<file path="src/rtl/reg_writeback_arbiter.sv">
// Writeback arbiter: merges the ALU result path and a FIFO-buffered long-latency path
// onto the single register-bank write port, and flags queued writes to read addresses.
module reg_writeback_arbiter #(
   parameter int DEPTH   = 4,
   parameter int AW      = 5,
   parameter int DW      = 32,
   parameter bit DROP_R0 = 1'b1
) (
   input  logic                     clk,
   input  logic                     rst,
   input  logic                     alu_valid,
   input  logic [AW-1:0]            alu_addr,
   input  logic [DW-1:0]            alu_data,
   input  logic                     ext_valid,
   output logic                     ext_ready,
   input  logic [AW-1:0]            ext_addr,
   input  logic [DW-1:0]            ext_data,
   input  logic [AW-1:0]            regAddr_1,
   input  logic [AW-1:0]            regAddr_2,
   output logic                     pend_hit_1,
   output logic                     pend_hit_2,
   output logic                     regWriteEnable,
   output logic [AW-1:0]            regWriteAddr,
   output logic [DW-1:0]            regWriteData,
   output logic [$clog2(DEPTH):0]   fifo_count,
   output logic                     overflow_err
);

   localparam int PW = $clog2(DEPTH);
   localparam int CW = PW + 1;

   logic [AW-1:0] mem_addr [DEPTH];
   logic [DW-1:0] mem_data [DEPTH];
   logic [DEPTH-1:0] vld;
   logic [PW-1:0] wr_ptr, rd_ptr;
   logic [CW-1:0] count;

   logic full, empty, push, pop, alu_go;

   assign full      = (count == CW'(DEPTH));
   assign empty     = (count == '0);
   assign ext_ready = !full;
   assign alu_go    = alu_valid && !(DROP_R0 && (alu_addr == '0));
   // A dropped r0 handshake still completes: ready is honoured, nothing is stored.
   assign push      = ext_valid && ext_ready && !(DROP_R0 && (ext_addr == '0));
   assign pop       = !alu_go && !empty;
   assign fifo_count = count;

   // Popped entries leave vld at the same edge they land on the write port.
   always_comb begin
      pend_hit_1 = 1'b0;
      pend_hit_2 = 1'b0;
      for (int unsigned i = 0; i < DEPTH; i++) begin
         if (vld[i] && (mem_addr[i] == regAddr_1)) pend_hit_1 = 1'b1;
         if (vld[i] && (mem_addr[i] == regAddr_2)) pend_hit_2 = 1'b1;
      end
      if (DROP_R0 && (regAddr_1 == '0)) pend_hit_1 = 1'b0;
      if (DROP_R0 && (regAddr_2 == '0)) pend_hit_2 = 1'b0;
   end

   always_ff @(posedge clk) begin
      if (rst) begin
         wr_ptr         <= '0;
         rd_ptr         <= '0;
         count          <= '0;
         vld            <= '0;
         regWriteEnable <= 1'b0;
         regWriteAddr   <= '0;
         regWriteData   <= '0;
         overflow_err   <= 1'b0;
      end else begin
         if (push && full) overflow_err <= 1'b1;

         if (push) begin
            mem_addr[wr_ptr] <= ext_addr;
            mem_data[wr_ptr] <= ext_data;
            vld[wr_ptr]      <= 1'b1;
            wr_ptr           <= wr_ptr + 1'b1;
         end
         if (pop) begin
            vld[rd_ptr] <= 1'b0;
            rd_ptr      <= rd_ptr + 1'b1;
         end

         case ({push, pop})
            2'b10:   count <= count + 1'b1;
            2'b01:   count <= count - 1'b1;
            default: count <= count;
         endcase

         regWriteEnable <= alu_go || pop;
         if (alu_go) begin
            regWriteAddr <= alu_addr;
            regWriteData <= alu_data;
         end else if (pop) begin
            regWriteAddr <= mem_addr[rd_ptr];
            regWriteData <= mem_data[rd_ptr];
         end
      end
   end

endmodule
</file>
<file path="config.mk">
export PLATFORM = sky130hd
export DESIGN_NAME = reg_writeback_arbiter
export DESIGN_NICKNAME = d
export VERILOG_FILES = /design/src/rtl/reg_writeback_arbiter.sv
export SDC_FILE = /design/constraint.sdc
export NUM_CORES = 1
export LEC_CHECK = 0
export BUFFER_PORTS_ARGS = -buffer_cell sky130_fd_sc_hd__buf_2
export CAP_MARGIN = 10
export CELL_PAD_IN_SITES_DETAIL_PLACEMENT = 1
export CELL_PAD_IN_SITES_GLOBAL_PLACEMENT = 2
export CORE_MARGIN = 5
export CORE_UTILIZATION = 41
export DETAILED_ROUTE_END_ITERATION = 10
export MAX_ROUTING_LAYER = met4
export PLACE_DENSITY = 0.8
export SLEW_MARGIN = 30
export SYNTH_ARGS = -nofsm -noshare
export SYNTH_HDL_FRONTEND = slang
export SYNTH_SLANG_ARGS = --single-unit
</file>
<file path="constraint.sdc">
create_clock -name clk -period 4 [get_ports clk]
set_input_delay 0.2 -clock clk [delete_from_list [all_inputs] [get_ports clk]]
set_output_delay 0.2 -clock clk [all_outputs]
set_load 0.01 [all_outputs]
</file>
==> results.yml, run 1 <==
setup_path:
  crit_type: "input port to flip-flop"
  r2r-start: "fifo_count[0]"
  startpoint_type: "input port"
  critPathMaxFanout: 38
  rrSetupSlack_ns: 1.66
  required_ns: 4.36
  path_cells: "dlygate4sd3_1 -> buf_2 -> or4_4 -> o21a_4 -> nor2_8 -> ha_1 -> inv_1 -> fa_1 -> xor2_1 -> or3_1 -> a21oi_1"
  startpoint: "alu_addr[2]"
  path_delay_family: "simple AND/OR/NAND/NOR gates"
  worst_ep_arrival_time_ns: 3.23
  critPathMaxStageDelay_ns: 0.53
  critPathBufInv: 3
  crit_path_end_kind: "flip-flop"
  crit_path_top_delay_cell: "dlygate4sd3_1"
power:
  leakage_uw: 0.00362
  total_power_uw: 5810
  power.density_mw_per_mm2: 577
  ir_drop_uv: 332
yosys:
  synthTopCellsByArea: "edfxtp_1, dfxtp_1, mux4_2"
  syn-num-nets: 644
  yosysTopAreaCellShare_pct: 54.1
  netlist_instances: 546
  async_flop_share_pct: 0
  ys.flop_type: "edfxtp_1"
  syn_avg_cell_area_um2: 15.1
  yosys.area.top_type: "edfxtp_1"
  syn_area_mm2: 0.00822
  synth_edf_count: 148
  yosys_warnings: 0
  synthDistinctLibCells: 35
  ys_ff_latch: 200
  seq_area_frac_synth_pct: 66.7
sta:
  whs_ns: 0.0291
  postLayoutSetupSlackWorst_ns: 1.13
  max_freq_ghz: 0.348
  fin_skew_ns: 0.00722
  rsz0062_at_grt: "no"
  layout_min_cycle_time_ns: 2.87
  finalSetupViolCount: 0
  maxSlewViolCount: 0
  tns_ns: 0
  tightest_slew_ns: 0.930
  fin_crit_sh_pct: 71.9
  max_slew_margin_pct: 38.0
  hold_viol_final: 0
clocking:
  cts_root_buf: "clkbuf_16"
  clock_path_buffers: 2
  clkSinkCount: 200
  ctsResizeCount: 0
  cts_made_buffers: 17
  cts.clk_slew.worst_paths_ns: 0.07
  worstSkewPairLatency_ns: 0.43
  cts_tree: "yes"
  htreeDepth: 4
  post_cts_buffers: 0
layout:
  final_common_cell: "edfxtp_1"
  stdcell_count: 975
  area_delta_synth_final_pct: 22.4
  layout.area.seq_mm2: 0.00549
  fill_cells: 1983
  final_layout_size_suffix_gt1_share_pct: 31.0
  multiInputGateArea_mm2: 0.00254
  n_antenna_cell: 0
  final_cell_mix: "edfxtp_1, buf_2, dfxtp_1"
  nets: 795
placement:
  place_congestion: 0.846
  post-place-ws_ns: 0.982
  place_inst: 910
  portBuffers: 132
  place_hpwl_um: 13700
global_routing:
  grt.total_usage_pct: 19.4
  antenna_found_initial: 0
  grt_pass1_wl_um: 32500
  grt_max_degree: 53
  grt_pass1_vias: 5678
  grt_overflow: 0
worst_hold_path:
  min_from: "ext_addr[4]"
  min_path_type: "input port to flip-flop"
detailed_routing:
  drtIter0Drc: 271
  vias_per_cell: 5.24
  drc: 0
  drtAntennaViolNets: 0
  vias: 5106
  wl_um: 20700
  post_drt_wl_per_cell_um: 21.3
  dr.pass1.iters: 4
die:
  rows: 51
  dieArea_mm2: 0.0230
  core_area_mm2: 0.0196
  die_w_um: 152
  die_h_um: 152
  io_pins: 133
  initial_core_util_pct: 41.9
job:
  maxCapViolCount: 0
run_status:
  outcome: "finished clean"
==> Yosys cell counts (3+ instances only) <==
master,instances
buf_2,6
a211oi_1,34
o21a_1,3
xor2_1,34
nor4_1,8
a21oi_1,45
a211oi_2,5
and2_1,4
nand3_1,9
xnor2_1,10
nand2_1,39
edfxtp_1,148
or4_1,3
nor2_1,43
mux4_2,37
ha_1,9
clkbuf_1,25
buf_6,4
inv_1,7
dfxtp_1,52
==> layout make-up <==
| type | count | share of cell area, % |
|---|---|---|
| Clock buffer | 23 | 4.86 |
| Inverter | 8 | 0.298 |
| Timing Repair Buffer | 170 | 10.4 |
| Multi-Input combinational cell | 300 | 25.2 |
| Clock inverter | 9 | 1.34 |
| Sequential cell | 200 | 54.6 |
| Tap cell | 265 | 3.30 |
==> registers in the layout, indices dropped and copies added (netlist names), named ones only <==
| register | count |
|---|---|
| regWriteAddr | 5 |
| vld | 4 |
| overflow_err | 1 |
| rd_ptr | 2 |
| regWriteData | 32 |
| wr_ptr | 2 |
| mem_data | 128 |
| mem_addr | 20 |
| fifo_count | 3 |
| regWriteEnable | 1 |
==> timing repair <==
item                                    4_1_cts  5_1_grt
endpoints found under the hold margin       122        4
endpoints found under the setup margin        0        0
hold buffers                                 32        1
==> per-stage QoR <==
stage               utilization [%]  cell area [µm²]
floorplan                         -             8220
global placement               46.3             9070
detailed placement             46.5             9100
CTS                            51.3            10000
global route                   51.4            10100
finish                         51.4            10100
==> layer usage <==
| metal | vias up | GRT usage [%] | wire (µm) |
|---|---|---|---|
| li1 | 2360 | - | - |
| met1 | 2619 | 24.5 | 9200 |
| met2 | 110 | 32.9 | 10600 |
| met3 | 17 | 3.21 | 717 |
| met4 | 0 | 4.94 | 206 |
| met5 | - | - | 0 |
==> logic make-up after synthesis <==
family | count (synthesis) | share of synthesized area [%]
and+or+nand+nor | 115 | 6.52
xor gates and xnor gates | 44 | 4.69
muxes | 39 | 10.4
DFF | 200 | 66.7
adders and majority gates | 10 | 1.61
AOI/OAI and AO/OA | 92 | 7.45
buffers and inverters | 46 | 2.60
==> worst paths after layout <==
kind / endpoint / depth (start not counted)
max: fifo_count[2] / 11
min: mem_addr[2][4] / 1
max reg2reg: mem_data[2][16] / 6
min reg2reg: overflow_err / 1
==> power by group <==
group | total (µW) | switching, µW | internal (µW)
combinational | 1390 | 781 | 612
clock | 1790 | 732 | 1060
sequential | 2620 | 188 | 2430
Note: power is estimated with default switching activity, not from simulation.
==> inputs of run 2 (changes only) <==
--- a/config.mk
+++ b/config.mk
@@ -10,10 +10,10 @@
 export CELL_PAD_IN_SITES_DETAIL_PLACEMENT = 1
 export CELL_PAD_IN_SITES_GLOBAL_PLACEMENT = 2
 export CORE_MARGIN = 5
-export CORE_UTILIZATION = 41
+export CORE_UTILIZATION = 36
 export DETAILED_ROUTE_END_ITERATION = 10
 export MAX_ROUTING_LAYER = met4
-export PLACE_DENSITY = 0.8
+export PLACE_DENSITY = 0.74
 export SLEW_MARGIN = 30
 export SYNTH_ARGS = -nofsm -noshare
 export SYNTH_HDL_FRONTEND = slang
==> constraint.sdc (replaced) <==
create_clock -name clk -period 2.5 [get_ports clk]
set_input_delay 0.125 -clock clk [delete_from_list [all_inputs] [get_ports clk]]
set_output_delay 0.125 -clock clk [all_outputs]
set_load 0.01 [all_outputs]
==> results.yml, run 2 (synthesized netlist as in run 1, its figures left out) <==
run_status:
  outcome: "finished clean"
detailed_routing:
  post_drt_wl_per_cell_um: 21.2
  drtAntennaViolNets: 0
  vias_per_cell: 5.10
  drtIter0Drc: 313
  drc: 0
  wl_um: 22100
  vias: 5317
  dr.pass1.iters: 4
setup_path:
  critPathMaxStageDelay_ns: 0.48
  required_ns: 2.38
  regToRegEndpoint: "fifo_count[2]"
  crit_path_end_kind: "output pin"
  cp.depth: 6
  worst_ep_arrival_time_ns: 2.12
  startpoint_type: "flip-flop"
  critPathBufInv: 1
  r2r_cells: 10
  crit_type: "flip-flop to output pin"
  crit_path_top_delay_cell: "edfxtp_1"
  r2r-start: "fifo_count[1]"
  path_cells: "xor2_1 -> nor4_1 -> nand3_1 -> nand4_1 -> o21a_1 -> buf_2"
  rrSetupSlack_ns: 0.29
  path_delay_family: "simple AND/OR/NAND/NOR gates"
  critPathMaxFanout: 3
worst_hold_path:
  hold_end: "regWriteData[23]"
  min_path_type: "input port to flip-flop"
  whs_path_depth: 3
  min_from: "alu_data[23]"
power:
  seqPwrFrac_pct: 44.2
  ir_drop_uv: 552
  combPwrFrac_pct: 26.4
  switchingPower_uw: 2770
  p_sw_share_pct: 29.7
  intPower_uw: 6550
  clkPwrFrac_pct: 29.4
  leakage_uw: 0.00382
  power.density_mw_per_mm2: 889
job:
  maxCapViolCount: 0
die:
  die_h_um: 161
  die_w_um: 161
  initial_core_util_pct: 36.4
  core_area_mm2: 0.0226
  io_pins: 133
  dieArea_mm2: 0.0259
  rows: 55
layout:
  stdcell_area_mm2: 0.0105
  area_delta_synth_final_pct: 27.5
  top_regs: "mem_data (128), regWriteData (32), mem_addr (20)"
  final_cell_mix: "edfxtp_1, buf_2, dlygate4sd3_1"
  n_antenna_cell: 0
  regMostFlops: "mem_data"
  fill_cells: 2301
  nets: 842
  layout.area.seq_mm2: 0.00549
  multiInputGateArea_mm2: 0.00253
  final_common_cell: "edfxtp_1"
  largest_reg_flops: 128
  final_layout_size_suffix_gt1_share_pct: 30.9
sta:
  layout_min_cycle_time_ns: 2.25
  fin_skew_ns: 0.0136
  tightest_slew_ns: 0.682
  max_slew_margin_pct: 54.6
  rsz0062_at_grt: "no"
  maxSlewViolCount: 0
  max_freq_ghz: 0.445
  fin_crit_sh_pct: 89.9
  hold_viol_final: 0
  tns_ns: 0
  finalSetupViolCount: 0
clocking:
  cts_made_buffers: 17
  clkSinkCount: 200
  clock_path_buffers: 2
  cts_tree: "yes"
  cts.clk_slew.worst_paths_ns: 0.07
  ctsResizeCount: 0
  cts_root_buf: "clkbuf_16"
  htreeDepth: 4
  worstSkewPairLatency_ns: 0.43
global_routing:
  grt_pass1_wl_um: 34600
  grt_max_degree: 53
  grt_pass1_vias: 5880
  grt_overflow: 0
  grt.total_usage_pct: 17.9
  antenna_found_initial: 0
placement:
  place_hpwl_um: 14600
  portBuffers: 132
  place_congestion: 0.801
  place_area_mm2: 0.00923
-- run 2: power by group through the flow --
stage,Sequential (µW),Clock (µW),Combinational [µW]
after global placement,4180,0,2350
after floorplan,4170,0,1510
after detailed placement,4200,0,2400
final,4120,2740,2460
after CTS,4130,2810,2500
after global routing,4160,2970,2690
-- run 2: how the worst max path moves through the flow --
stage | from | end | slack, ns
final | mem_addr[2][2] | pend_hit_2 | 0.25
after global routing | fifo_count[1] | fifo_count[2] | 0.15
after CTS | mem_addr[2][2] | pend_hit_2 | 0.17
after detailed placement | ext_addr[0] | fifo_count[2] | -0.04
after global placement | ext_addr[0] | fifo_count[2] | 0.07
after floorplan | alu_addr[0] | fifo_count[2] | 0.16
-- run 2: metrics by stage --
stage	utilization, %	power [µW]	setup slack [ns]	hold WS [ns]	instances
5_1_grt	46.4	9830	0.146	0.0153	1042
2_1_floorplan	-	5680	0.156	0.224	546
4_1_cts	46.4	9440	0.173	0.00578	1042
3_5_place_dp	40.9	6600	-0.0447	0.345	944
3_3_place_gp	40.9	6520	0.0747	0.336	944
6_report	46.4	9320	0.252	0.0261	1042
-- run 2: worst register-to-register path: cells and delay by family, from the launching register on --
family / cells / cell delay, ns
compound gates: 2 / 0.33
xor+xnor: 1 / 0.17
fa+ha+maj: 2 / 0.57
buf+inv: 3 / 0.27
flops: 1 / 0.37
simple gates: 2 / 0.44
-- run 2: cell type report --
class,count,area share [%]
Sequential cell,200,52.4
Multi-Input combinational cell,300,24.1
Timing Repair Buffer,217,14.2
Clock buffer,23,4.56
Tap cell,285,3.40
Clock inverter,9,1.09
Inverter,8,0.286
-- run 2: metal layers --
layer  routed length (µm)  track usage [%]  up-vias
li1                     -                -     2453
met1                 9410             22.6     2734
met2                11700             30.5      121
met3                  838             3.22        9
met4                  146             3.88        0
met5                    0                -        -
-- run 2: timing repair --
item | 4_1_cts | 5_1_grt
setup buffers | 0 | 0
hold endpoints to repair | 177 | 0
hold buffers | 66 | 0
==> inputs of run 3 (changes only) <==
--- a/config.mk
+++ b/config.mk
@@ -13,7 +13,7 @@
 export CORE_UTILIZATION = 36
 export DETAILED_ROUTE_END_ITERATION = 10
 export MAX_ROUTING_LAYER = met4
-export PLACE_DENSITY = 0.74
+export PLACE_DENSITY = 0.73
 export SLEW_MARGIN = 30
 export SYNTH_ARGS = -nofsm -noshare
 export SYNTH_HDL_FRONTEND = slang
==> results.yml, run 3 (synthesized netlist as in run 1, its figures left out) <==
detailed_routing:
  post_drt_wl_per_cell_um: 20.6
  vias: 5264
  dr.pass1.iters: 5
  wl_um: 21400
  vias_per_cell: 5.07
  drc: 0
  drtAntennaViolNets: 0
  drtIter0Drc: 279
die:
  rows: 55
  initial_core_util_pct: 36.4
  io_pins: 133
  die_h_um: 161
  die_w_um: 161
  dieArea_mm2: 0.0259
  core_area_mm2: 0.0226
layout:
  final_layout_size_suffix_gt1_share_pct: 31.1
  top_regs: "mem_data (128), regWriteData (32), mem_addr (20)"
  regMostFlops: "mem_data"
  multiInputGateArea_mm2: 0.00254
  largest_reg_flops: 128
  nets: 837
  final_common_cell: "edfxtp_1"
  stdcell_area_mm2: 0.0105
  area_delta_synth_final_pct: 27.6
  layout.area.seq_mm2: 0.00549
  final_cell_mix: "edfxtp_1, buf_2, dlygate4sd3_1"
  fill_cells: 2296
clocking:
  clkSinkCount: 200
  post_cts_buffers: 0
  htreeDepth: 4
  worstSkewPairLatency_ns: 0.43
  clock_path_buffers: 2
  cts_tree: "yes"
  cts_root_buf: "clkbuf_16"
  cts_made_buffers: 17
  cts.clk_slew.worst_paths_ns: 0.07
sta:
  hold_viol_final: 0
  maxSlewViolCount: 0
  fin_skew_ns: 0.0125
  tns_ns: 0
  fin_crit_sh_pct: 97.5
  tightest_slew_ns: 0.661
  layout_min_cycle_time_ns: 2.44
  finalSetupViolCount: 0
  max_freq_ghz: 0.410
  rsz0062_at_grt: "no"
  postLayoutSetupSlackWorst_ns: 0.0623
  max_slew_margin_pct: 55.9
  whs_ns: 0.000658
job:
  maxCapViolCount: 0
placement:
  place_congestion: 0.818
  place_area_mm2: 0.00927
  place_hpwl_um: 14700
  portBuffers: 132
  post-place-ws_ns: -0.0228
setup_path:
  crit_path_end_kind: "flip-flop"
  startpoint_type: "input port"
  critPathMaxFanout: 2
  required_ns: 2.86
  worst_ep_arrival_time_ns: 2.80
  crit_type: "input port to flip-flop"
global_routing:
  grt_max_degree: 53
  antenna_found_initial: 1
  grt_pass1_vias: 6014
  grt_pass1_wl_um: 33800
  grt_overflow: 0
  grt.total_usage_pct: 17.3
worst_hold_path:
  min_path_type: "input port to flip-flop"
run_status:
  outcome: "finished clean"
power:
  leakage_uw: 0.00378
  power.density_mw_per_mm2: 878
  ir_drop_uv: 561
run 3: cell count changes in the layout (fill, tap and decap cells not counted), moves of 2 or more:
| cell | before | now |
|---|---|---|
| clkbuf_1 | 3 | 1 |
| buf_12 | 2 | 7 |
| inv_4 | 2 | 0 |
| dlygate4sd3_1 | 66 | 64 |
| clkbuf_8 | 3 | 1 |
| clkinvlp_4 | 1 | 3 |
| buf_4 | 17 | 9 |
| inv_6 | 1 | 3 |
run 3: layout make-up:
cell class,count,area share (%)
flip-flops and latches,200,52.3
multi-input cells,300,24.2
repair buffers,212,14.4
clock buffers,19,4.22
well taps,285,3.40
clock inverters,13,1.16
inverters,8,0.286
diodes,1,0.0239
run 3: stage by stage:
step	utilization, %	total power (µW)	cells
final	46.5	9200	1038
after global routing	46.5	9690	1038
after CTS	46.4	9320	1037
after detailed placement	41.1	6610	941
after global placement	41.1	6540	941
after floorplan	-	5680	546
run 3: per-layer routing:
layer  vias to the layer above  wire, µm  track usage (%)
li1                       2448         -                -
met1                      2689      9240             21.0
met2                       104     11100             29.9
met3                        23       655             3.14
met4                         0       386             4.85
met5                         -         0                -
run 3: repair_timing:
| item | in CTS | in global routing |
|---|---|---|
| gates resized for setup | 0 | 3 |
| hold endpoints to repair | 175 | 0 |
| setup endpoints to repair | 0 | 1 |
| hold buffers | 64 | 0 |
run 3: where the power goes:
part,internal (µW),total (µW),leakage (µW),switching [µW]
combinational,1110,2450,0.00174,1340
clock,1410,2620,0.000270,1200
sequential,3890,4140,0.00178,248
run 3: worst paths after layout:
path | from | endpoint | slack [ns] | cells after the start
hold reg to reg | overflow_err | overflow_err | 0.50 | 1
hold / removal | alu_data[17] | regWriteData[17] | 0.0007 | 3
setup reg to reg | fifo_count[1] | fifo_count[2] | 0.31 | 10
setup / recovery | alu_addr[4] | fifo_count[2] | 0.06 | 11
run 3: worst max-delay path: stages:
cell and delay [ns]:
dlygate4sd3_1 0.54, buf_2 0.14, or4_4 0.44, o21a_4 0.24, nor2_8 0.08, ha_2 0.18
inv_1 0.05, fa_1 0.37, xor2_1 0.16, or3_1 0.33, a21oi_2 0.14
